### config.mk
export PLATFORM = sky130hd
export DESIGN_NAME = muldiv_sequencer
export DESIGN_NICKNAME = d
export VERILOG_FILES = /design/src/rtl/muldiv_sequencer.sv
export SDC_FILE = /design/constraint.sdc
export NUM_CORES = 1
export LEC_CHECK = 0
export ABC_CLOCK_PERIOD_IN_PS = 4700
export BUFFER_PORTS_ARGS = -buffer_cell sky130_fd_sc_hd__buf_2
export CELL_PAD_IN_SITES_DETAIL_PLACEMENT = 0
export CELL_PAD_IN_SITES_GLOBAL_PLACEMENT = 1
export CORE_UTILIZATION = 45
export DETAILED_ROUTE_END_ITERATION = 16
export PLACE_DENSITY_LB_ADDON = 0.12
export SLEW_MARGIN = 20
export SYNTH_ARGS = -nofsm -noshare
export SYNTH_HDL_FRONTEND = slang
export SYNTH_SLANG_ARGS = --single-unit
export TNS_END_PERCENT = 1
### constraint.sdc
create_clock -name w_clk -period 4.7 [get_ports w_clk]
set_input_delay 0 -clock w_clk [delete_from_list [all_inputs] [get_ports w_clk]]
set_output_delay 0 -clock w_clk [all_outputs]
set_load 0.05 [all_outputs]
### src/rtl/muldiv_sequencer.sv
// Multi-cycle multiply/divide unit that owns the HI/LO registers.
//
// Runs MULT/MULTU/DIV/DIVU one bit per cycle: shift-add for multiply, restoring
// division for divide. Signed operations work on magnitudes and fix the result
// signs in a final FIX cycle. Also serves MFHI/MFLO/MTHI/MTLO and raises the
// stall interlock while an operation is in flight.
//
// Optional build macro: MULDIV_FAST_MUL_EN
//   When defined, MULT/MULTU skip CALC and use one combinational multiplier
//   (busy for one cycle, done in cycle 2). Divide is unaffected.
//
// Ports:
//   w_clk, w_rst_n        clock, asynchronous active-low reset
//   w_start, w_op_code_6  start request and SPECIAL funct code
//   w_input1_x/2_x        rs (multiplicand/dividend), rt (multiplier/divisor)
//   w_busy, w_done        operation in progress / one-cycle result pulse
//   w_div_zero            sticky divide-by-zero flag, cleared on next start
//   w_read_hi/lo          MFHI/MFLO requests (only affect w_stall)
//   w_write_hi/lo, w_wdata_x  MTHI/MTLO requests and data
//   w_hi_x, w_lo_x        HI/LO register values
//   w_stall               busy and any HI/LO access requested
module muldiv_sequencer #(
   parameter int unsigned WIDTH = 32,
   parameter int unsigned CNT_W = 6
) (
   input  logic             w_clk,
   input  logic             w_rst_n,
   input  logic             w_start,
   input  logic [5:0]       w_op_code_6,
   input  logic [WIDTH-1:0] w_input1_x,
   input  logic [WIDTH-1:0] w_input2_x,
   output logic             w_busy,
   output logic             w_done,
   output logic             w_div_zero,
   input  logic             w_read_hi,
   input  logic             w_read_lo,
   input  logic             w_write_hi,
   input  logic             w_write_lo,
   input  logic [WIDTH-1:0] w_wdata_x,
   output logic [WIDTH-1:0] w_hi_x,
   output logic [WIDTH-1:0] w_lo_x,
   output logic             w_stall
);

   // SPECIAL funct encodings, matching isa_codes.v
   localparam logic [5:0] OpMult  = 6'h18;
   localparam logic [5:0] OpMultu = 6'h19;
   localparam logic [5:0] OpDiv   = 6'h1A;
   localparam logic [5:0] OpDivu  = 6'h1B;

   typedef enum logic [1:0] {StIdle, StCalc, StFix} state_e;

   state_e                 state_q, state_d;
   logic [CNT_W-1:0]       cnt_q, cnt_d;
   // Multiply: {partial product, multiplier}. Divide: {remainder, quotient}.
   logic [2*WIDTH-1:0]     acc_q, acc_d;
   // Multiplicand magnitude or divisor magnitude.
   logic [WIDTH-1:0]       opnd_q, opnd_d;
   logic                   is_div_q, is_div_d;
   logic                   sign1_q, sign1_d;
   logic                   sign2_q, sign2_d;
   logic [WIDTH-1:0]       hi_q, hi_d;
   logic [WIDTH-1:0]       lo_q, lo_d;
   logic                   done_q, done_d;
   logic                   div_zero_q, div_zero_d;

   logic                   op_valid;
   logic                   op_signed;
   logic                   in_sign1, in_sign2;
   logic [WIDTH-1:0]       mag1, mag2;
   logic [WIDTH:0]         add_sum;
   logic [WIDTH:0]         rem_ext;
   logic [WIDTH:0]         trial;
   logic [2*WIDTH-1:0]     prod_fix;
   logic [WIDTH-1:0]       quot_fix, rem_fix;

   assign op_valid  = (w_op_code_6 == OpMult) || (w_op_code_6 == OpMultu) ||
                      (w_op_code_6 == OpDiv)  || (w_op_code_6 == OpDivu);
   assign op_signed = ~w_op_code_6[0];
   assign in_sign1  = op_signed & w_input1_x[WIDTH-1];
   assign in_sign2  = op_signed & w_input2_x[WIDTH-1];
   assign mag1      = in_sign1 ? -w_input1_x : w_input1_x;
   assign mag2      = in_sign2 ? -w_input2_x : w_input2_x;

   // Shift-add step: add multiplicand into the upper half when multiplier LSB set.
   assign add_sum = {1'b0, acc_q[2*WIDTH-1:WIDTH]} +
                    (acc_q[0] ? {1'b0, opnd_q} : {(WIDTH+1){1'b0}});

   // Restoring step: remainder after the left shift needs one extra bit.
   assign rem_ext = acc_q[2*WIDTH-1:WIDTH-1];
   assign trial   = rem_ext - {1'b0, opnd_q};

   // Sign flags are only ever set for signed ops.
   assign prod_fix = (sign1_q ^ sign2_q) ? -acc_q : acc_q;
   assign quot_fix = (sign1_q ^ sign2_q) ? -acc_q[WIDTH-1:0] : acc_q[WIDTH-1:0];
   assign rem_fix  = sign1_q ? -acc_q[2*WIDTH-1:WIDTH] : acc_q[2*WIDTH-1:WIDTH];

   always_comb begin
      state_d    = state_q;
      cnt_d      = cnt_q;
      acc_d      = acc_q;
      opnd_d     = opnd_q;
      is_div_d   = is_div_q;
      sign1_d    = sign1_q;
      sign2_d    = sign2_q;
      hi_d       = hi_q;
      lo_d       = lo_q;
      done_d     = 1'b0;
      div_zero_d = div_zero_q;

      case (state_q)
         StIdle: begin
            if (w_start && op_valid) begin
               is_div_d   = w_op_code_6[1];
               sign1_d    = in_sign1;
               sign2_d    = in_sign2;
               cnt_d      = CNT_W'(WIDTH);
               div_zero_d = 1'b0;
               state_d    = StCalc;
               if (w_op_code_6[1]) begin
                  acc_d  = {{WIDTH{1'b0}}, mag1};
                  opnd_d = mag2;
               end else begin
`ifdef MULDIV_FAST_MUL_EN
                  acc_d   = {{WIDTH{1'b0}}, mag1} * {{WIDTH{1'b0}}, mag2};
                  opnd_d  = mag1;
                  state_d = StFix;
`else
                  acc_d  = {{WIDTH{1'b0}}, mag2};
                  opnd_d = mag1;
`endif
               end
            end
         end
         StCalc: begin
            cnt_d = cnt_q - CNT_W'(1);
            if (is_div_q) begin
               if (trial[WIDTH]) begin
                  acc_d = {rem_ext[WIDTH-1:0], acc_q[WIDTH-2:0], 1'b0};
               end else begin
                  acc_d = {trial[WIDTH-1:0], acc_q[WIDTH-2:0], 1'b1};
               end
            end else begin
               acc_d = {add_sum, acc_q[WIDTH-1:1]};
            end
            if (cnt_q == CNT_W'(1)) begin
               state_d = StFix;
            end
         end
         StFix: begin
            state_d = StIdle;
            done_d  = 1'b1;
            if (is_div_q) begin
               // With a zero divisor every trial succeeds, so the remainder ends up
               // holding the dividend magnitude and the quotient all ones.
               hi_d = rem_fix;
               if (opnd_q == '0) begin
                  lo_d       = '1;
                  div_zero_d = 1'b1;
               end else begin
                  lo_d = quot_fix;
               end
            end else begin
               hi_d = prod_fix[2*WIDTH-1:WIDTH];
               lo_d = prod_fix[WIDTH-1:0];
            end
         end
         default: state_d = StIdle;
      endcase

      // MTHI/MTLO only take effect when idle; this includes the done cycle.
      if (state_q == StIdle) begin
         if (w_write_hi) hi_d = w_wdata_x;
         if (w_write_lo) lo_d = w_wdata_x;
      end
   end

   always_ff @(posedge w_clk or negedge w_rst_n) begin
      if (!w_rst_n) begin
         state_q    <= StIdle;
         cnt_q      <= '0;
         acc_q      <= '0;
         opnd_q     <= '0;
         is_div_q   <= 1'b0;
         sign1_q    <= 1'b0;
         sign2_q    <= 1'b0;
         hi_q       <= '0;
         lo_q       <= '0;
         done_q     <= 1'b0;
         div_zero_q <= 1'b0;
      end else begin
         state_q    <= state_d;
         cnt_q      <= cnt_d;
         acc_q      <= acc_d;
         opnd_q     <= opnd_d;
         is_div_q   <= is_div_d;
         sign1_q    <= sign1_d;
         sign2_q    <= sign2_d;
         hi_q       <= hi_d;
         lo_q       <= lo_d;
         done_q     <= done_d;
         div_zero_q <= div_zero_d;
      end
   end

   assign w_busy     = (state_q != StIdle);
   assign w_done     = done_q;
   assign w_div_zero = div_zero_q;
   assign w_hi_x     = hi_q;
   assign w_lo_x     = lo_q;
   assign w_stall    = w_busy & (w_read_hi | w_read_lo | w_write_hi | w_write_lo);

endmodule

==> results.yml, run 1 <==
timing:
  slew_headroom_pct: 17.8
  tightest_slew_ns: 1.23
  period_minus_slack_ns: 3.93
  timing.final.hold_violations: 0
  drv_slew: 0
  holdWs_ns: 0.0189
  setup_viol: 0
  fin_ws_ns: 0.772
  setup-tns-final_ns: 0
  fin_crit_sh_pct: 83.6
  finClkSkew_ns: 0.0148
  rsz0062_at_grt: "false"
  fmax_mhz: 255
routing:
  drcViolationCount: 0
  drtIter0Drc: 1362
  routed_via_density: 6.11
  post_drt_wl_per_cell_um: 21.6
  wl_um: 55600
  first_pass_iters: 7
  ant_nets: 0
  vias: 15700
setup_path:
  cp-end-kind: "register"
  crit-reg2reg-launch: "acc_q[0]$_DFFE_PN0P_"
  required_ns: 5.02
  critPathMaxStageDelay_ns: 0.47
  reg2reg_depth: 13
  cp_slowest_cell: "dfrtp_1"
  r2r_end: "acc_q[61]$_DFFE_PN0P_"
  critPathLaunchType: "register"
  worstPathCellList: "inv_1, nor2_1, ha_1, nor2b_1, o31a_1, o31a_1, a21oi_1, o41ai_1, buf_4, a311o_1, mux2_2, o21ai_0, nand4_1"
  setup.worst_path.class: "register to register"
  r2r_slack_ns: 0.77
  worst_ep_arrival_time_ns: 4.25
  startpoint: "acc_q[0]$_DFFE_PN0P_"
  cp_max_fo: 17
  path_common_cell: "o31a_1"
min_path:
  min_path_cells: 4
  hp-start: "w_input1_x[23]"
  min_to: "opnd_q[23]$_DFFE_PN0P_"
  worst_hold_path_type: "primary input to register"
floorplan:
  initial_core_util_pct: 46.2
  dieWidth_um: 186
  die_h_um: 186
  coreArea_um2: 32900
  rows: 66
  dieArea_um2: 34500
  io_pins: 177
synthesis:
  yosysTopAreaCellShare_pct: 28.5
  yosys.area.top_type: "dfrtp_1"
  ys_seq_elements: 173
  synth_cell_type_count: 74
  syn_area_um2: 15200
  ys_async_sr_fraction_pct: 100
  synth_area_leaders: "dfrtp_1 28%, o21ai_0 6.5%, a21oi_1 5.9%, ha_1 5.8%, xor2_1 5.0%"
  synth.most_common_cell: "o21ai_0"
  syn-instance-count: 1983
  yosysWarnings: 0
  postSynthAreaPerCell_um2: 7.66
  ys.flop_type: "dfrtp_1"
  synth-seq-area-share_pct: 28.5
  synth_edf_count: 0
  synth_nets: 2164
  synth_commonest_cells: "197 x o21ai_0, 192 x nand2_1, 191 x nor2_1"
outcome:
  status: "finished clean"
pwr:
  power_mw: 11.6
  peakVddDrop_mv: 0.414
  p_per_area_nw_per_um2: 668
  power_leakage_nw: 7.66
placed_design:
  portBuffers: 176
  dp_hpwl_um: 42500
  place_congestion: 0.965
  dpl_cell_area_um2: 16400
  post-place-ws_ns: 0.815
  place_inst: 2500
cts:
  cts_root_buf: "clkbuf_16"
  cts_sinks: 173
  cts_setup_buffers: 0
  clkTransAtPathRegs_ns: 0.08
  htreeDepth: 4
  clock_latency_ns: 0.45
  cts_buffer_depth: 2
  cts_tree: "done"
  cts_made_buffers: 17
final_layout:
  nets: 2299
  fin_cells: 2573
  drive_above_1_share_pct: 12.5
  fin_util_pct: 53.0
  diodes: 0
  final_area_um2: 17400
  syn_to_final_growth_pct: 14.7
global_routing:
  grt_pass1_vias: 14500
  grt_first_pass_wirelength_um: 84800
  antenna_found_initial: 0
  grt_use_total_pct: 32.3
  overflow: 0
  grt_max_degree: 103
job:
  cap_violations: 0
==> how the worst max path moves through the flow <==
stage	to	slack (ns)	depth (start not counted)
2_1_floorplan	acc_q[61]$_DFFE_PN0P_	1.43	13
3_3_place_gp	acc_q[61]$_DFFE_PN0P_	0.91	13
3_5_place_dp	acc_q[61]$_DFFE_PN0P_	0.81	13
4_1_cts	acc_q[61]$_DFFE_PN0P_	0.79	13
5_1_grt	acc_q[61]$_DFFE_PN0P_	0.50	13
6_report	acc_q[61]$_DFFE_PN0P_	0.77	13
==> flip-flops by register name (all words and copies together), names as in the netlist <==
signal,flops
w_div_zero,1
sign1_q,1
sign2_q,1
w_lo_x,32
w_done,1
acc_q,64
is_div_q,1
opnd_q,32
w_hi_x,32
cnt_q,6
state_q,2
==> layer usage <==
layer,wire (um),vias to the layer above,share of wire (%),global-route usage (%)
li1,-,7500,-,-
met1,26100,7502,47,46.2
met2,23800,628,43,48.7
met3,3480,90,6.3,4.23
met4,2310,0,4.2,13.7
met5,0,-,0,0
==> cell usage in the layout, fill, tap and decap left out, types with 16 or more instances in the layout <==
cell	Yosys	final
a31oi_1	25	25
mux2i_1	41	41
o21ai_0	197	197
ha_1	70	70
xor2_1	87	87
buf_4	0	24
a22oi_1	26	26
a21oi_1	180	180
nand2b_1	16	16
o31ai_1	27	27
dlygate4sd3_1	0	41
xnor2_1	84	83
nand3_1	38	37
nor4_1	20	20
a21o_1	31	31
o22ai_1	30	30
or3_1	23	23
inv_1	67	67
nor2b_1	20	19
buf_2	4	175
and3_1	29	28
nor2_1	191	190
clkbuf_16	0	17
dfrtp_1	173	172
a211oi_1	45	44
nand2_1	192	192
nor3_1	57	56
o211ai_1	25	25
==> worst max-delay path: cells and delay by family (launching register included) <==
kind / cells / cell delay (ns)
DFF: 1 / 0.47
and+or+nand+nor: 3 / 0.40
muxes: 1 / 0.29
buffers and inverters: 2 / 0.62
AOI/OAI and AO/OA: 6 / 1.68
adders and majority gates: 1 / 0.35
==> timing repair <==
| action | 4_1_cts | 5_1_grt |
|---|---|---|
| hold buffers | 41 | 0 |
| gates resized for setup | 0 | 0 |
| endpoints found under the hold margin | 138 | 0 |
| setup endpoints to repair | 0 | 0 |
==> logic make-up (layout without fill, tap and decap cells) <==
family,count (synthesis),count (layout),share of synthesized area (%)
simple gates,668,668,21.2
compound gates,663,663,26.8
buf+inv,194,342,4.84
flops,173,173,28.5
xor+xnor,171,171,9.86
fa+ha+maj,72,72,6.03
mux,42,42,2.78
==> power by group <==
group,switching [mW],internal [mW]
registers,0.880,2.07
logic,4.67,2.56
clock network,0.731,0.735
total,6.28,5.36
==> layout make-up <==
cell class	count	area, um2
Inverter	67	251
Timing Repair Buffer	243	1520
Clock inverter	14	163
Sequential cell	173	4330
Clock buffer	18	439
Tap cell	442	553
Multi-Input combinational cell	1616	10200
Fill cell	3251	15400
(Power assumes the default switching activity.)
==> inputs of run 2 (changes only) <==
--- a/config.mk
+++ b/config.mk
@@ -5,11 +5,12 @@
 export SDC_FILE = /design/constraint.sdc
 export NUM_CORES = 1
 export LEC_CHECK = 0
-export ABC_CLOCK_PERIOD_IN_PS = 4700
+export ABC_AREA = 1
+export ABC_CLOCK_PERIOD_IN_PS = 4000
 export BUFFER_PORTS_ARGS = -buffer_cell sky130_fd_sc_hd__buf_2
 export CELL_PAD_IN_SITES_DETAIL_PLACEMENT = 0
 export CELL_PAD_IN_SITES_GLOBAL_PLACEMENT = 1
-export CORE_UTILIZATION = 45
+export CORE_UTILIZATION = 42
 export DETAILED_ROUTE_END_ITERATION = 16
 export PLACE_DENSITY_LB_ADDON = 0.12
 export SLEW_MARGIN = 20
==> constraint.sdc (replaced) <==
create_clock -name w_clk -period 4 [get_ports w_clk]
set_input_delay 0 -clock w_clk [delete_from_list [all_inputs] [get_ports w_clk]]
set_output_delay 0 -clock w_clk [all_outputs]
set_load 0.05 [all_outputs]
==> run 2 against run 1 <==
  * Global-route usage increased by 3.4 points
  * Maximum frequency rose by 20%
  * Critical path type unchanged
  * Final area is 21% higher
  * Critical path depth decreased by 6
  * Combinational power increased by 84%
  * Cell count increased by 55%
  * Utilization shrank 4.2 points
  * Hold slack got worse by 0.0056 ns
  * Non-clock buffer count grew 25
  * Synthesized cell count increased by 62%
  * Sequential cell count unchanged
  * Largest power group unchanged
  * Total power rose by 60%
==> results.yml, run 2 <==
outcome:
  status: "finished clean"
routing:
  vias: 22000
  first_pass_iters: 6
  drcViolationCount: 0
  ant_nets: 0
  post_drt_wl_per_cell_um: 20.2
  routed_via_density: 5.49
  wl_um: 80600
  drtIter0Drc: 2276
pwr:
  switching_share_pct: 60.5
  clock_power_share_pct: 9.2
  power_switching_mw: 11.3
  peakVddDrop_mv: 0.577
  p_per_area_nw_per_um2: 883
  combPwrFrac_pct: 71.2
  seqPwrFrac_pct: 19.6
  power_leakage_nw: 11.3
  p_int_mw: 7.36
  power_mw: 18.6
timing:
  holdWs_ns: 0.0132
  fin_crit_sh_pct: 81.7
  setup_viol: 0
  drv_slew: 0
  tightest_slew_ns: 1.03
  period_minus_slack_ns: 3.27
  timing.final.hold_violations: 0
  rsz0062_at_grt: "false"
  fin_ws_ns: 0.731
  setup-tns-final_ns: 0
  slew_headroom_pct: 31.4
  finClkSkew_ns: 0.0185
  fmax_mhz: 306
synthesis:
  syn_area_um2: 18500
  yosysTopAreaCellShare_pct: 23.4
  synth_commonest_cells: "1,045 x nand2_1, 434 x inv_1, 379 x nor2_1"
  ys_seq_elements: 173
  synth_area_leaders: "dfrtp_1 23%, nand2_1 21%, nand3_1 8.9%, inv_1 8.8%, nor2_1 7.7%"
  ys_async_sr_fraction_pct: 100
  synth.most_common_cell: "nand2_1"
  yosysWarnings: 0
  syn-instance-count: 3220
  synth_cell_type_count: 48
  synth_nets: 3401
  synth-seq-area-share_pct: 23.4
  ys.flop_type: "dfrtp_1"
  postSynthAreaPerCell_um2: 5.74
  yosys.area.top_type: "dfrtp_1"
  synth_edf_count: 0
floorplan:
  die_h_um: 212
  dieArea_um2: 44900
  initial_core_util_pct: 42.7
  dieWidth_um: 212
  rows: 76
  coreArea_um2: 43300
  io_pins: 177
cts:
  clkTransAtPathRegs_ns: 0.08
  cts_setup_buffers: 0
  cts_root_buf: "clkbuf_16"
  htreeDepth: 4
  cts_made_buffers: 17
  cts_buffer_depth: 2
  cts_tree: "done"
  cts_sinks: 173
  clock_latency_ns: 0.47
min_path:
  min_to: "opnd_q[30]$_DFFE_PN0P_"
  worst_hold_path_type: "primary input to register"
  min_path_cells: 5
  hp-start: "w_input1_x[30]"
final_layout:
  top_register: "acc_q"
  drive_above_1_share_pct: 8.91
  nets: 3581
  final_cell_mix: "1,044 x nand2_1, 433 x inv_1, 376 x nor2_1"
  final_area_um2: 21100
  fin_cells: 3998
  syn_to_final_growth_pct: 14.1
  fin_util_pct: 48.8
  largest_reg_flops: 64
  diodes: 0
  final_common_cell: "nand2_1"
setup_path:
  critPathLaunchType: "register"
  r2r_end: "opnd_q[0]$_DFFE_PN0P_"
  required_ns: 4.41
  cp-end-kind: "register"
  reg2reg_depth: 7
  cp_max_fo: 15
  worst_ep_arrival_time_ns: 3.68
  crit-reg2reg-launch: "state_q[0]$_DFFE_PN0P_"
  r2r_slack_ns: 0.73
  setup.worst_path.class: "register to register"
global_routing:
  antenna_found_initial: 0
  grt_pass1_vias: 20400
  grt_max_degree: 98
  overflow: 0
  grt_use_total_pct: 35.7
  grt_first_pass_wirelength_um: 120000
placed_design:
  place_congestion: 1.01
  portBuffers: 176
  place_inst: 3908
  dp_hpwl_um: 65200
  post-place-ws_ns: 1.13
  dpl_cell_area_um2: 19900
job:
  cap_violations: 0
==> run 2: layout make-up <==
type	count	area (um2)
clock buffer	17	425
clock inverter	15	166
fill	4695	22200
inverter	447	1680
multi-input combinational	2493	12000
sequential	173	4330
tap	585	732
timing repair buffer	268	1740
==> run 2: power by group through the flow <==
stage               logic, mW  clock network, mW  registers [mW]
floorplan                8.28                  0            4.34
global placement         12.9                  0            3.61
CTS                      13.1               1.74            3.60
detailed placement       12.9                  0            3.63
finish                   13.3               1.72            3.65
global route             14.6               1.80            3.71
==> run 2: cell families (layout without fill, tap and decap cells) <==
family          after synthesis  after routing  synth area share (%)
compound gates              444            444                  13.4
xor+xnor                     79             79                  3.74
buf+inv                     554            747                  11.6
simple gates               1898           1898                  42.9
flops                       173            173                  23.4
fa+ha+maj                    72             72                  4.95
==> run 2: how the worst max path moves through the flow <==
stage / start / slack [ns] / to
finish: state_q[0]$_DFFE_PN0P_ / 0.73 / opnd_q[0]$_DFFE_PN0P_
global placement: opnd_q[0]$_DFFE_PN0P_ / 1.16 / acc_q[59]$_DFFE_PN0P_
floorplan: acc_q[0]$_DFFE_PN0P_ / 1.44 / acc_q[59]$_DFFE_PN0P_
CTS: state_q[0]$_DFFE_PN0P_ / 0.80 / opnd_q[0]$_DFFE_PN0P_
global route: state_q[0]$_DFFE_PN0P_ / 0.61 / opnd_q[0]$_DFFE_PN0P_
detailed placement: acc_q[31]$_DFFE_PN0P_ / 1.13 / acc_q[39]$_DFFE_PN0P_
==> run 2: worst max-delay path, cell delays in order, from the launching register on <==
cell           delay, ns
dfrtp_1             0.43
nor2_1              0.48
and3_1              0.27
inv_1               0.25
nor2_1              0.67
inv_1               0.29
o221ai_1            0.24
dlygate4sd3_1       0.57
==> run 2: routing by layer <==
layer  global-route usage, %  vias to the layer above  wire, um
li1                        -                    10700         -
met1                    46.6                    10200     35100
met2                    57.8                      866     36600
met3                    5.19                      171      4980
met4                    17.3                        0      3910
met5                       0                        -         0
==> run 2: timing repair <==
item | in CTS | in global routing
hold endpoints to repair | 158 | 0
resized for setup | 0 | 0
hold buffers | 58 | 0
==> inputs of run 3 (changes only) <==
--- a/config.mk
+++ b/config.mk
@@ -6,11 +6,11 @@
 export NUM_CORES = 1
 export LEC_CHECK = 0
 export ABC_AREA = 1
-export ABC_CLOCK_PERIOD_IN_PS = 4000
+export ABC_CLOCK_PERIOD_IN_PS = 2900
 export BUFFER_PORTS_ARGS = -buffer_cell sky130_fd_sc_hd__buf_2
 export CELL_PAD_IN_SITES_DETAIL_PLACEMENT = 0
 export CELL_PAD_IN_SITES_GLOBAL_PLACEMENT = 1
-export CORE_UTILIZATION = 42
+export CORE_UTILIZATION = 38
 export DETAILED_ROUTE_END_ITERATION = 16
 export PLACE_DENSITY_LB_ADDON = 0.12
 export SLEW_MARGIN = 20
==> constraint.sdc (replaced) <==
create_clock -name w_clk -period 2.9 [get_ports w_clk]
set_input_delay 0 -clock w_clk [delete_from_list [all_inputs] [get_ports w_clk]]
set_output_delay 0 -clock w_clk [all_outputs]
set_load 0.05 [all_outputs]
==> run 3 against run 2 <==
  * Clock skew is 0.0038 ns higher
  * Clock power is 47% higher
  * Maximum frequency is 18% higher
  * Critical path depth is 10 higher
  * Sequential power up 35%
  * Critical path type unchanged
  * Largest cell class unchanged
  * Highest routed layer unchanged
==> results.yml, run 3 (same netlist as run 2, synthesis figures left out) <==
timing:
  tightest_slew_ns: 0.904
  finClkSkew_ns: 0.0223
  rsz0062_at_grt: "true"
  fmax_mhz: 360
  drv_slew: 0
  period_minus_slack_ns: 2.77
  setup_viol: 0
  fin_crit_sh_pct: 95.7
  holdWs_ns: 0.0117
  timing.final.hold_violations: 0
  slew_headroom_pct: 39.7
  fin_ws_ns: 0.126
final_layout:
  top_register: "acc_q"
  drive_above_1_share_pct: 10.3
  final_common_cell: "nand2_1"
  diodes: 0
  final_cell_mix: "1,044 x nand2_1, 433 x inv_1, 374 x nor2_1"
  fill_cells: 5298
  fin_util_pct: 45.3
  fin_cells: 4082
  syn_to_final_growth_pct: 17.2
  largest_reg_flops: 64
  final_area_um2: 21700
  nets: 3635
placed_design:
  place_inst: 3983
  place_congestion: 1.00
  post-place-ws_ns: 0.0299
  dpl_cell_area_um2: 20300
  dp_hpwl_um: 67000
  portBuffers: 176
global_routing:
  grt_max_degree: 66
  grt_use_total_pct: 32.2
  grt_pass1_vias: 20400
  overflow: 0
  grt_first_pass_wirelength_um: 121000
  antenna_found_initial: 0
routing:
  first_pass_iters: 6
  wl_um: 81400
  vias: 21900
  ant_nets: 0
  drcViolationCount: 0
  routed_via_density: 5.36
  post_drt_wl_per_cell_um: 19.9
  drtIter0Drc: 1996
setup_path:
  worst_ep_arrival_time_ns: 3.20
  required_ns: 3.32
  critPathLaunchType: "register"
  crit-reg2reg-launch: "acc_q[32]$_DFFE_PN0P_"
  setup.worst_path.class: "register to register"
  startpoint: "acc_q[32]$_DFFE_PN0P_"
  cp-end-kind: "register"
  cp_max_fo: 13
cts:
  cts_root_buf: "clkbuf_16"
  cts_tree: "done"
  clkTransAtPathRegs_ns: 0.08
  clock_latency_ns: 0.48
  htreeDepth: 4
  cts_buffer_depth: 2
  cts_sinks: 173
  cts_made_buffers: 17
pwr:
  power_leakage_nw: 11.6
  peakVddDrop_mv: 0.606
  p_per_area_nw_per_um2: 1220
floorplan:
  die_h_um: 223
  io_pins: 177
  dieWidth_um: 223
  rows: 80
  coreArea_um2: 47800
  dieArea_um2: 49500
  initial_core_util_pct: 38.6
min_path:
  worst_hold_path_type: "primary input to register"
  hp-start: "w_input1_x[22]"
job:
  cap_violations: 0
outcome:
  status: "finished clean"
[run 3: cell type report]
class	instances	area [um2]	share of cell area (%)
multi-input combinational	2494	12100	55.8
sequential	173	4330	20.0
timing repair buffer	321	2160	9.98
inverter	447	1680	7.74
tap	615	769	3.55
clock buffer	17	425	1.96
clock inverter	15	204	0.941
[run 3: worst paths after layout]
path                                                to  slack [ns]  cells after the start
min in group asynchronous         w_hi_x[15]$_DFF_PN0_        0.03                      2
worst max-delay path             acc_q[57]$_DFFE_PN0P_        0.13                     17
worst min register to register    cnt_q[3]$_DFFE_PN0P_        0.49                      1
max in group asynchronous          w_hi_x[5]$_DFF_PN0_        1.97                      3
worst min-delay path            opnd_q[22]$_DFFE_PN0P_        0.01                      5
worst max register to register   acc_q[57]$_DFFE_PN0P_        0.13                     17
[run 3: report_power, final]
group          total, mW  switching [mW]  internal (mW)  leakage [nW]
combinational       18.9            13.1           5.86          9.31
sequential          4.94            1.41           3.53          2.01
clock               2.52            1.26           1.26         0.304
total               26.4            15.8           10.6          11.6
[run 3: repair_timing]
item                       4_1_cts  5_1_grt
gates resized for setup          0        9
hold endpoints to repair       223        0
hold buffers                    65        0
setup buffers                    0        1
setup endpoints to repair        0       30
[run 3: through the flow]
stage                     total power [mW]  TNS (ns)
after global routing                  28.6   -0.0207
final                                 26.4         0
after floorplan                       17.4         0
after global placement                23.2         0
after CTS                             26.0         0
after detailed placement              23.3         0
[run 3: metal layers]
| metal | global-route usage, % | routed length, um |
|---|---|---|
| met5 | 0 | 0 |
| met4 | 11.9 | 2860 |
| met3 | 3.46 | 4600 |
| met2 | 52.5 | 37600 |
| met1 | 43.7 | 36400 |
[run 3: worst max-delay path: stages, from the launching register on]
cell and delay, ns:
dfrtp_1 0.52, inv_1 0.15, fa_1 0.43, inv_1 0.08, nand2_1 0.07, nand2_1 0.12
nand3_1 0.10, nand2_2 0.15, nand2_2 0.07, nand2_2 0.10, nand2_4 0.08, nand2_4 0.08
nand2_4 0.10, nand2_8 0.18, nand3_2 0.14, nand3_1 0.18, nand2_1 0.08, nand2_1 0.06
